[config.mk]
export PLATFORM = sky130hd
export DESIGN_NAME = gray_updown
export DESIGN_NICKNAME = d
export VERILOG_FILES = /design/src/rtl/gray_pkg.sv /design/src/rtl/gray_conv.sv /design/src/rtl/gray_updown.sv
export SDC_FILE = /design/constraint.sdc
export NUM_CORES = 1
export LEC_CHECK = 0
export ABC_AREA = 0
export BUFFER_PORTS_ARGS = -buffer_cell sky130_fd_sc_hd__buf_2
export CAP_MARGIN = 20
export CORE_AREA = 2 2 39 41
export CTS_CLUSTER_SIZE = 16
export DETAILED_ROUTE_END_ITERATION = 12
export DIE_AREA = 0 0 41 43
export HOLD_SLACK_MARGIN = 0.08
export PLACE_DENSITY = 0.64
export SYNTH_ARGS = -nofsm -noshare
export SYNTH_HDL_FRONTEND = slang
export SYNTH_HIERARCHICAL = 1
export SYNTH_SLANG_ARGS = --single-unit
[constraint.sdc]
create_clock -name clk_i -period 2.65 [get_ports clk_i]
set_clock_uncertainty 0.05 [all_clocks]
set_input_delay 0.265 -clock clk_i [delete_from_list [all_inputs] [get_ports clk_i]]
set_output_delay 0.265 -clock clk_i [all_outputs]
set_load 0.02 [all_outputs]
[src/rtl/gray_pkg.sv]
// rtl/gray_pkg.sv - width limits and Gray/binary conversion functions shared by the Gray counters
package gray_pkg;

  localparam int GRAY_WMIN = 2;
  localparam int GRAY_WMAX = 16;

  // Operands are zero-extended to GRAY_WMAX; callers truncate back to their own width.
  function automatic logic [GRAY_WMAX-1:0] bin2gray(input logic [GRAY_WMAX-1:0] b);
    return b ^ (b >> 1);
  endfunction

  function automatic logic [GRAY_WMAX-1:0] gray2bin(input logic [GRAY_WMAX-1:0] g);
    logic [GRAY_WMAX-1:0] b;
    b[GRAY_WMAX-1] = g[GRAY_WMAX-1];
    for (int i = GRAY_WMAX - 2; i >= 0; i--) begin
      b[i] = b[i+1] ^ g[i];
    end
    return b;
  endfunction

endpackage

[src/rtl/gray_conv.sv]
// rtl/gray_conv.sv - combinational Gray-to-binary converter of parametrised width
module gray_conv
  import gray_pkg::*;
#(
  parameter int WIDTH = 3
) (
  input  logic [WIDTH-1:0] gray_i,
  output logic [WIDTH-1:0] bin_o
);

  assign bin_o = WIDTH'(gray2bin(GRAY_WMAX'(gray_i)));

endmodule

[src/rtl/gray_updown.sv]
// rtl/gray_updown.sv - loadable up/down Gray counter with sticky wrap flags and a wrap pulse
module gray_updown
  import gray_pkg::*;
#(
  parameter int WIDTH = 3
) (
  input  logic             clk_i,
  input  logic             reset_i,
  input  logic             en_i,
  input  logic             up_i,
  input  logic             load_i,
  input  logic [WIDTH-1:0] load_val_i,
  output logic [WIDTH-1:0] gray_o,
  output logic [WIDTH-1:0] bin_o,
  output logic             overflow_o,
  output logic             underflow_o,
  output logic             wrap_o
);

  if (WIDTH < GRAY_WMIN || WIDTH > GRAY_WMAX) begin : g_width_check
    $error("gray_updown: WIDTH out of range");
  end

  logic [WIDTH-1:0] gray_q, gray_d;
  logic             overflow_q, overflow_d;
  logic             underflow_q, underflow_d;
  logic             wrap_q, wrap_d;
  logic [WIDTH-1:0] bin_cur;
  logic [WIDTH-1:0] bin_step;

  // One converter serves both the BinOut port and the count arithmetic.
  gray_conv #(
    .WIDTH(WIDTH)
  ) u_conv (
    .gray_i(gray_q),
    .bin_o (bin_cur)
  );

  always_comb begin
    gray_d      = gray_q;
    overflow_d  = overflow_q;
    underflow_d = underflow_q;
    wrap_d      = 1'b0;
    bin_step    = bin_cur;
    if (load_i) begin
      gray_d = WIDTH'(bin2gray(GRAY_WMAX'(load_val_i)));
    end else if (en_i) begin
      if (up_i) begin
        bin_step = bin_cur + 1'b1;
        if (bin_cur == '1) begin
          overflow_d = 1'b1;
          wrap_d     = 1'b1;
        end
      end else begin
        bin_step = bin_cur - 1'b1;
        if (bin_cur == '0) begin
          underflow_d = 1'b1;
          wrap_d      = 1'b1;
        end
      end
      gray_d = WIDTH'(bin2gray(GRAY_WMAX'(bin_step)));
    end
  end

  always_ff @(posedge clk_i) begin
    if (reset_i) begin
      gray_q      <= '0;
      overflow_q  <= 1'b0;
      underflow_q <= 1'b0;
      wrap_q      <= 1'b0;
    end else begin
      gray_q      <= gray_d;
      overflow_q  <= overflow_d;
      underflow_q <= underflow_d;
      wrap_q      <= wrap_d;
    end
  end

  assign gray_o      = gray_q;
  assign bin_o       = bin_cur;
  assign overflow_o  = overflow_q;
  assign underflow_o = underflow_q;
  assign wrap_o      = wrap_q;

endmodule

==> summary.txt, run 1 <==
Drt drc -> 0
Largest family of logic cells by synthesized area -> XOR/XNOR gates
MaxCap Viol Count -> 0
Post-synthesis net count -> 48
Share of layout cells above drive strength 1 -> 35.1%
CTS tree -> yes
Worst Tran Pin Value -> 319 ps
DP HPWL -> 597 um
# nets final -> 68
Clock Path Buffers -> 2
Avg Cell Area, Syn -> 9.59 sq um
Worst Setup Path Type -> reg -> reg
Vias in the first global route -> 271
Worst-skew pair later-pin latency -> 240 ps
Netlist cell types -> 20
Outcome -> finished, final reports clean
Setup TNS -> 0 ps
Final cell count without fillers -> 73
Core Region -> 1380 sq um
Die Footprint -> 1760 sq um
Root Driver -> clkbuf_4
Top_reg_cell synth -> dfxtp_1
DRT iter0 DRCs -> 2
Largest area contributor in the netlist -> dfxtp_1
Initial antenna violation count -> 0
Num CTS Buffers -> 3
Post-Syn Area -> 374 sq um
CTS Sinks -> 6
DR pass1 iterations -> 4
Fraction of registers with async set/reset -> 0%
Post-synth EDFFs -> 0
CP arrival -> 2230 ps
Placed Cells -> 70
Die H -> 43 um
Seq/Total Area, Yosys -> 32.1%
Slew Limit Headroom -> 78.5%
Antenna cells -> 0
Area delta synth->final -> 30.8%
Grt total ovfl -> 0
Postcts setup bufs -> 0
Via Count -> 334
Hold crit path type -> in -> reg
Post-route ant nets -> 0
WL final -> 719 um
Max FO, Critical Path -> 8
RSZ-0062 raised after global routing -> no
WL/cell -> 9.85 um
Hold slack -> 216 ps
Synth Area in Compound Gates -> 14.7%
Yosys warning total -> 6
Crit end category -> register
Mux contribution to synthesized area -> 0%
Top cells by area, synth -> dfxtp_1 32%, a21oi_1 8.0%, xor2_1 7.0%
Int Pwr -> 0.000265 W
Horiz. Die Dim -> 41 um
Cts hold-fix bufs -> 0
Clock-pin slew on the worst setup and hold paths -> 40 ps
Tot Pwr -> 0.000415 W
Hold Vio Cnt, Final -> 0
Largest net degree at the start of global routing -> 9
Synthesized flop and latch total -> 6
Sw frac -> 36.1%
Final setup viols -> 0
Sequential fraction of design power -> 26.9%
Post-Synth Adder-Cell Area -> 5.35%
I/O Buffers -> 16
NetSw -> 0.000150 W
Power density over cell area -> 849 nW/um^2
Post-layout min period -> 2110 ps
Total track usage -> 9.40%
Yosys top cell area share -> 32.1%
Comb pwr share -> 53.6%
H-tree levels -> 1
Synth top cells by count -> 6 x a21oi_1, 6 x dfxtp_1, 3 x inv_1, 3 x nor2_1, 3 x xor2_1
CP Launch Type -> register
Avg Vias per Cell -> 4.58
Clock Power Share -> 19.5%
First-pass GRT wire length -> 1040 um
Max VDD drop -> 299 uV
FMAX -> 474 MHz
Worst EP required -> 2770 ps
Final period util -> 79.5%
Starting density of the core -> 27.0%
Routability cong. -> 0.647
Rows -> 14
Max Slew Vio Count -> 0
IO Count -> 17
Post-synthesis simple-gate area fraction -> 18.7%
Post-Synthesis Cells -> 39
Leakage power -> 0.242 nW
XOR/XNOR Fraction of Synth Area -> 24.1%
Post-cts sizing count -> 0
==> layout make-up <==
| class | instances | area, sq um |
|---|---|---|
| timing repair buffer | 16 | 80.1 |
| sequential | 6 | 120 |
| multi-input combinational | 29 | 235 |
| tap | 16 | 20.0 |
| clock buffer | 3 | 22.5 |
| fill | 147 | 895 |
| inverter | 3 | 11.3 |
==> cell families after synthesis <==
kind of cell / count (synthesis)
compound gates: 9
xor+xnor: 7
fa+ha+maj: 1
buf+inv: 4
flops: 6
simple gates: 12
==> path summary, 6_finish.rpt <==
kind / start / cells after the start / to / slack [ps]
setup reg to reg: gray_o[2] / 5 / gray_o[1] / 540
setup / recovery: gray_o[2] / 5 / gray_o[1] / 540
hold / removal: reset_i / 2 / wrap_o / 220
hold reg to reg: underflow_o / 2 / underflow_o / 410
==> layout by cell type (no fill, tap or decap), drive strengths merged, types with 2 or more instances in the layout <==
cell type	synthesis	routed
buf	1	16
a21oi	6	6
dfxtp	6	6
inv	3	3
nor2	3	3
xor2	3	3
clkbuf	0	3
nor2b	2	2
nor3b	2	2
xnor2	2	2
==> worst max-delay path: stages, from the launching register on <==
cell	delay, ps
dfxtp_1	480
xor3_1	460
inv_1	110
fa_1	460
xnor3_1	340
a21oi_1	140
==> metrics by stage <==
stage                     utilization (%)  cell area, sq um  setup WS, ps
final                                35.4               489           543
after floorplan                         -               374           403
after detailed placement             33.7               467           536
after global placement               33.7               467           599
after global routing                 35.4               489           413
after CTS                            35.4               489           524
==> power by group through the flow <==
| stage | Clock (W) | Sequential [W] | Combinational (W) |
|---|---|---|---|
| 2_1_floorplan | 0 | 0.000123 | 0.000165 |
| 3_3_place_gp | 0 | 0.000113 | 0.000223 |
| 3_5_place_dp | 0 | 0.000114 | 0.000225 |
| 4_1_cts | 0.0000855 | 0.000112 | 0.000226 |
| 5_1_grt | 0.0000940 | 0.000113 | 0.000245 |
| 6_report | 0.0000808 | 0.000112 | 0.000223 |
==> sequential cells by signal, indices dropped and copies added (netlist names) <==
register,cells
gray_o,3
wrap_o,1
underflow_o,1
overflow_o,1
==> layer usage <==
metal  vias to the layer above  part of all wire, %  GRT usage, %
met5                         -                    0             0
met4                         0                  3.6          10.0
met3                         4                  6.4          3.14
met2                        14                   40          11.9
met1                       141                   50          11.2
li1                        175                    -             -
Note: power is estimated with default switching activity, not from simulation.
==> run 2: changes to the inputs <==
PLACE_DENSITY = 0.66   (was 0.64)
clock period = 1.8 ns   (was 2.65 ns; I/O delays follow)
==> run 2 against run 1 <==
Utilization grew 3.7 points. Sequential cell count is the same. Die area is the same. First-iteration DRC count grew to 2.5 times the previous value. Register-to-register slack lost 510 ps. Largest cell class unchanged. Maximum frequency grew 19%. Critical path type unchanged. Global-route usage grew 1.4 points. Total power grew 59%. Cell count grew 2.7%. Sequential power grew 56%. Largest power group unchanged.
==> summary.txt, run 2 (synthesized netlist as in run 1, its figures left out) <==
I/O Buffers -> 16 (unchanged)
Final setup viols -> 0 (unchanged)
Capturing point of the worst reg2reg path -> gray_o[1] (unchanged)
WHS Endpoint -> gray_o[0] (was wrap_o)
Share of layout cells above drive strength 1 -> 50.8% (was 35.1%)
CP Cell Sequence -> xor3_2, inv_2, fa_2, xnor3_1, a21oi_1 (was xor3_1, inv_1, fa_1, xnor3_1, a21oi_1)
Cts hold-fix bufs -> 0 (unchanged)
Core Region -> 1380 sq um (unchanged)
Final Cell Area -> 541 sq um (was 489 sq um)
Hold wc startpoint -> reset_i (unchanged)
Worst path bufs/invs -> 1 (unchanged)
Routability cong. -> 0.668 (was 0.647)
Grt total ovfl -> 0 (unchanged)
Max reg flops -> 3 (unchanged)
Post-layout util -> 39.1% (was 35.4%)
Avg Vias per Cell -> 4.68 (was 4.58)
Clock-pin slew on the worst setup and hold paths -> 50 ps (was 40 ps)
Worst slack, placed -> -30.1 ps (was 536 ps)
Max Slew Vio Count -> 0 (unchanged)
CTS Sinks -> 6 (unchanged)
Root Driver -> clkbuf_4 (unchanged)
IO Count -> 17 (unchanged)
Crit-path leading delay family -> XOR/XNOR gates (unchanged)
WHS Path Cells -> 2 (unchanged)
CP arrival -> 1880 ps (was 2230 ps)
Largest net degree at the start of global routing -> 9 (unchanged)
Worst-skew pair later-pin latency -> 240 ps (about the same)
CP max-delay cell -> fa_2 (was dfxtp_1)
H-tree levels -> 1 (unchanged)
Setup ws final -> 36.3 ps (was 543 ps)
Max VDD drop -> 359 uV (was 299 uV)
WL final -> 819 um (was 719 um)
Crit end category -> register (unchanged)
Horiz. Die Dim -> 41 um (unchanged)
First-pass GRT wire length -> 1240 um (was 1040 um)
DR pass1 iterations -> 4 (unchanged)
Die H -> 43 um (unchanged)
Dpl cell area -> 497 sq um (was 467 sq um)
Initial antenna violation count -> 0 (unchanged)
Rows -> 14 (unchanged)
Leakage power -> 0.255 nW (was 0.242 nW)
Total track usage -> 10.8% (was 9.40%)
Worst EP required -> 1920 ps (was 2770 ps)
MaxCap Viol Count -> 0 (unchanged)
# nets final -> 70 (was 68)
Via Count -> 351 (was 334)
Highest-count cells in the layout ignoring fill and taps -> 16 x buf_2, 6 x a21oi_1, 3 x nor2_1, 3 x clkbuf_4, 3 x dfxtp_1 (was 16 x buf_2, 6 x a21oi_1, 6 x dfxtp_1)
Worst Tran Pin Value -> 338 ps (was 319 ps)
Vias in the first global route -> 313 (was 271)
RSZ-0062 raised after global routing -> yes (was no)
CTS tree -> yes (unchanged)
Starting density of the core -> 27.0% (unchanged)
Max FO, Critical Path -> 2 (was 8)
Hold Vio Cnt, Final -> 0 (unchanged)
Hold crit path type -> in -> reg (unchanged)
Max incr delay on CP -> 540 ps (was 480 ps)
Worst R2R Path Depth -> 5 (unchanged)
Tot Pwr -> 0.000661 W (was 0.000415 W)
Worst Setup Path Type -> reg -> reg (unchanged)
Post-layout min period -> 1760 ps (was 2110 ps)
Area delta synth->final -> 44.5% (was 30.8%)
Outcome -> finished, final reports clean (unchanged)
Clock Path Buffers -> 2 (unchanged)
Num CTS Buffers -> 3 (unchanged)
Power density over cell area -> 1220 nW/um^2 (was 849 nW/um^2)
Reg2reg setup slack -> 40 ps (was 540 ps)
DP HPWL -> 639 um (was 597 um)
FMAX -> 567 MHz (was 474 MHz)
Antenna cells -> 0 (unchanged)
Commonest non-fill, non-tap cell in the layout -> buf_2 (unchanged)
CP Launch Type -> register (unchanged)
Post-route ant nets -> 0 (unchanged)
WL/cell -> 10.9 um (was 9.85 um)
Final period util -> 98.0% (was 79.5%)
Die Footprint -> 1760 sq um (unchanged)
Drt drc -> 0 (unchanged)
Crit Reg-Reg Startpoint -> gray_o[0] (was gray_o[2])
Slew Limit Headroom -> 77.3% (was 78.5%)
DRT iter0 DRCs -> 5 (was 2)
==> run 2: cell type report <==
cell class	instances	area (sq um)
sequential	6	129
tap	16	20.0
timing repair buffer	18	95.1
inverter	3	11.3
multi-input combinational	29	263
clock buffer	3	22.5
fill	153	843
==> run 2: worst max path at each step <==
stage,from,endpoint,slack [ps],depth (start not counted)
4_1_cts,gray_o[1],gray_o[1],-20,5
6_report,gray_o[0],gray_o[1],40,5
3_3_place_gp,gray_o[0],gray_o[2],-30,5
3_5_place_dp,gray_o[0],gray_o[2],-30,5
2_1_floorplan,gray_o[0],gray_o[2],-170,5
5_1_grt,gray_o[0],gray_o[1],-30,5
==> run 2: worst reg2reg max path: stages (launching register included) <==
cell	delay (ps)
dfxtp_2	310
xor3_2	400
inv_2	40
fa_2	540
xnor3_1	220
a21oi_1	130
==> run 2: per-layer routing <==
| layer | vias up | wire (um) | global-route usage (%) |
|---|---|---|---|
| li1 | 176 | - | - |
| met1 | 156 | 343 | 12.0 |
| met2 | 17 | 389 | 16.3 |
| met3 | 2 | 63 | 3.14 |
| met4 | 0 | 22 | 8.00 |
| met5 | - | 0 | 0 |
==> run 2: power breakdown <==
group | internal [W] | switching (W) | total [W]
clock | 0.0000757 | 0.0000528 | 0.000129
sequential | 0.000152 | 0.0000225 | 0.000175
combinational | 0.000188 | 0.000170 | 0.000358
total | 0.000416 | 0.000245 | 0.000661
==> run 2: per-stage QoR <==
stage	TNS, ps	hold WS [ps]	cells
after CTS	-26.9	120	75
after global routing	-41.0	135	75
final	0	119	75
after global placement	-32.0	375	72
after floorplan	-449	192	39
after detailed placement	-50.4	377	72
==> run 2: timing repair <==
action	in CTS	in global routing
pin swaps	4	1
buffers inserted	0	0
endpoints found under the setup margin	2	3
resized for setup	2	2
==> run 3: changes to the inputs <==
--- a/config.mk
+++ b/config.mk
@@ -14,7 +14,6 @@
 export DIE_AREA = 0 0 41 43
 export HOLD_SLACK_MARGIN = 0.08
-export PLACE_DENSITY = 0.66
+export PLACE_DENSITY = 0.64
 export SYNTH_ARGS = -nofsm -noshare
 export SYNTH_HDL_FRONTEND = slang
-export SYNTH_HIERARCHICAL = 1
 export SYNTH_SLANG_ARGS = --single-unit
==> constraint.sdc (replaced) <==
create_clock -name clk_i -period 1.8 [get_ports clk_i]
set_clock_uncertainty 0.05 [all_clocks]
set_input_delay 0.36 -clock clk_i [delete_from_list [all_inputs] [get_ports clk_i]]
set_output_delay 0.36 -clock clk_i [all_outputs]
set_load 0.02 [all_outputs]
==> run 3 against run 2 <==
Routed wire length fell by 12%. Global-route usage decreased by 1.3 points. Critical path depth is 2 lower. Critical endpoint is now bin_o[0]. Largest power group is now registers.
==> summary.txt, run 3 <==
Grt total ovfl -> 0 (unchanged)
Commonest non-fill, non-tap cell in the layout -> buf_2 (unchanged)
CP Cell Sequence -> xnor2_1, ha_1, buf_2 (was xor3_2, inv_2, fa_2, xnor3_1, a21oi_1)
CTS Sinks -> 6 (unchanged)
# nets final -> 67 (was 70)
Num CTS Buffers -> 3 (unchanged)
Leakage power -> 0.213 nW (was 0.255 nW)
Clock Path Buffers -> 2 (unchanged)
Routability cong. -> 0.682 (was 0.668)
Share of layout cells above drive strength 1 -> 42.9% (was 50.8%)
NetSw -> 0.000139 W (was 0.000245 W)
Int Pwr -> 0.000279 W (was 0.000416 W)
Clock-pin slew on the worst setup and hold paths -> 40 ps (was 50 ps)
H-tree levels -> 1 (unchanged)
Synth top cells by count -> 6 x dfxtp_1, 6 x xnor2_1, 3 x a21oi_1, 3 x inv_1, 3 x nor2_1 (was 6 x a21oi_1, 6 x dfxtp_1, 3 x inv_1, 3 x nor2_1, 3 x xor2_1)
Post-cts sizing count -> 0 (was 2)
Crit-path leading delay family -> flip-flops (was XOR/XNOR gates)
Final setup viols -> 0 (unchanged)
Vias in the first global route -> 299 (was 313)
Hold crit path type -> in -> reg (unchanged)
Sequential fraction of design power -> 36.3% (was 26.4%)
CP Launch Type -> register (unchanged)
Total track usage -> 9.46% (was 10.8%)
Setup TNS -> 0 ps (unchanged)
Worst-skew pair later-pin latency -> 250 ps (was 240 ps)
Setup ws final -> 125 ps (was 36.3 ps)
WL/cell -> 10.0 um (was 10.9 um)
DR pass1 iterations -> 2 (was 4)
Clock Power Share -> 30.0% (was 19.4%)
Netlist cell types -> 20 (unchanged)
Post-Syn Area -> 348 sq um (was 374 sq um)
Max incr delay on CP -> 400 ps (was 540 ps)
Slew Limit Headroom -> 83.6% (was 77.3%)
Largest area contributor in the netlist -> dfxtp_1 (unchanged)
I/O Buffers -> 16 (unchanged)
Top cells by area, synth -> dfxtp_1 35%, xnor2_1 15%, a21oi_1 4.3% (was dfxtp_1 32%, a21oi_1 8.0%, xor2_1 7.0%)
Final period util -> 93.1% (was 98.0%)
Highest-count cells in the layout ignoring fill and taps -> 16 x buf_2, 6 x xnor2_1, 6 x dfxtp_1 (was 16 x buf_2, 6 x a21oi_1, 3 x nor2_1, 3 x clkbuf_4, 3 x dfxtp_1)
Drt drc -> 0 (unchanged)
Fraction of registers with async set/reset -> 0% (unchanged)
CTS tree -> yes (unchanged)
Post-synth EDFFs -> 0 (unchanged)
Max FO, Critical Path -> 5 (was 2)
Post-route ant nets -> 0 (unchanged)
FMAX -> 597 MHz (was 567 MHz)
Sw frac -> 33.2% (was 37.1%)
Power density over cell area -> 887 nW/um^2 (was 1220 nW/um^2)
Cts hold-fix bufs -> 0 (unchanged)
Seq/Total Area, Yosys -> 34.5% (was 32.1%)
Largest net degree at the start of global routing -> 9 (unchanged)
Post-synthesis net count -> 46 (was 48)
Horiz. Die Dim -> 41 um (unchanged)
Worst path bufs/invs -> 1 (unchanged)
Worst slack, placed -> 242 ps (was -30.1 ps)
CP arrival -> 1270 ps (was 1880 ps)
Max reg flops -> 3 (unchanged)
Die Footprint -> 1760 sq um (unchanged)
Top_reg_cell synth -> dfxtp_1 (unchanged)
CP max-delay cell -> dfxtp_1 (was fa_2)
IO Count -> 17 (unchanged)
Max VDD drop -> 254 uV (was 359 uV)
Comb pwr share -> 33.7% (was 54.2%)
Postcts setup bufs -> 0 (unchanged)
Rows -> 14 (unchanged)
Initial antenna violation count -> 0 (unchanged)
First-pass GRT wire length -> 1100 um (was 1240 um)
MaxCap Viol Count -> 0 (unchanged)
WL final -> 723 um (was 819 um)
Core Region -> 1380 sq um (unchanged)
Yosys top cell area share -> 34.5% (was 32.1%)
Die H -> 43 um (unchanged)
Area delta synth->final -> 35.3% (was 44.5%)
Root Driver -> clkbuf_4 (unchanged)
Worst Setup Path Type -> reg -> out (was reg -> reg)
Post-Synthesis Cells -> 37 (was 39)
Yosys warning total -> 0 (was 6)
Worst Tran Pin Value -> 245 ps (was 338 ps)
# fillers -> 147 (was 153)
Antenna cells -> 0 (unchanged)
Avg Vias per Cell -> 4.63 (was 4.68)
Max Slew Vio Count -> 0 (unchanged)
Starting density of the core -> 25.1% (was 27.0%)
Avg Cell Area, Syn -> 9.40 sq um (was 9.59 sq um)
Worst EP required -> 1390 ps (was 1920 ps)
Via Count -> 333 (was 351)
DRT iter0 DRCs -> 3 (was 5)
RSZ-0062 raised after global routing -> no (was yes)
Crit end category -> primary output (was register)
Post-layout min period -> 1680 ps (was 1760 ps)
Outcome -> finished, final reports clean (unchanged)
Synthesized flop and latch total -> 6 (unchanged)
Hold Vio Cnt, Final -> 0 (unchanged)
DP HPWL -> 560 um (was 639 um)
-- run 3: changes by cell type after synthesis, sizes merged, moves of 2 or more --
cell	before	now
xnor2	2	6
xor2	3	0
a21oi	6	4
nor3b	2	0
-- run 3: stage by stage --
step           instances  power (W)  util, %  cell area, sq um  hold WS, ps
2_1_floorplan         37   0.000253        -               348          382
3_3_place_gp          69   0.000296     32.4               448          399
3_5_place_dp          69   0.000296     32.4               448          404
4_1_cts               72   0.000422     34.0               470          325
5_1_grt               72   0.000442     34.0               470          340
6_report              72   0.000417     34.0               470          324
-- run 3: kinds of logic after synthesis --
logic type | count (synthesis) | synth area share, %
adders and majority gates | 1 | 3.60
buffers and inverters | 4 | 5.40
and+or+nand+nor | 9 | 15.8
xor gates and xnor gates | 6 | 15.1
muxes | 1 | 2.88
AOI/OAI and AO/OA | 10 | 22.7
DFF | 6 | 34.5
-- run 3: worst paths after layout --
check,slack (ps),to,startpoint,cells after the start
worst max-delay path,120,bin_o[0],gray_o[1],3
worst min-delay path,320,underflow_o,reset_i,2
worst max register to register,250,gray_o[0],gray_o[1],5
worst min register to register,410,overflow_o,overflow_o,2
-- run 3: power groups by stage --
stage	clock network [W]	logic, W	registers [W]
floorplan	0	0.0000862	0.000166
finish	0.000125	0.000141	0.000151
detailed placement	0	0.000142	0.000154
global placement	0	0.000142	0.000154
CTS	0.000127	0.000143	0.000151
global route	0.000132	0.000157	0.000153
-- run 3: worst reg2reg max path, delay by kind of cell (launching register included) --
family | cells | cell delay, ps
adder cells (fa/ha/maj) | 1 | 280
flip-flops | 1 | 400
XOR/XNOR | 2 | 370
AO/OA/AOI/OAI | 1 | 270
AND/OR/NAND/NOR | 1 | 70
-- run 3: area by class of cell --
class                   instances  area, sq um  area share (%)
inverters                       3         11.3            2.39
well taps                      16         20.0            4.26
clock buffers                   3         22.5            4.79
repair buffers                 17         87.6            18.6
multi-input cells              27          209            44.4
flip-flops and latches          6          120            25.5
-- run 3: metal layers --
metal	vias up	global-route usage [%]	part of all wire, %
met5	-	0	0
met4	0	8.00	2.1
met3	2	1.57	6.4
met2	15	13.1	41
met1	144	12.0	50
li1	172	-	-
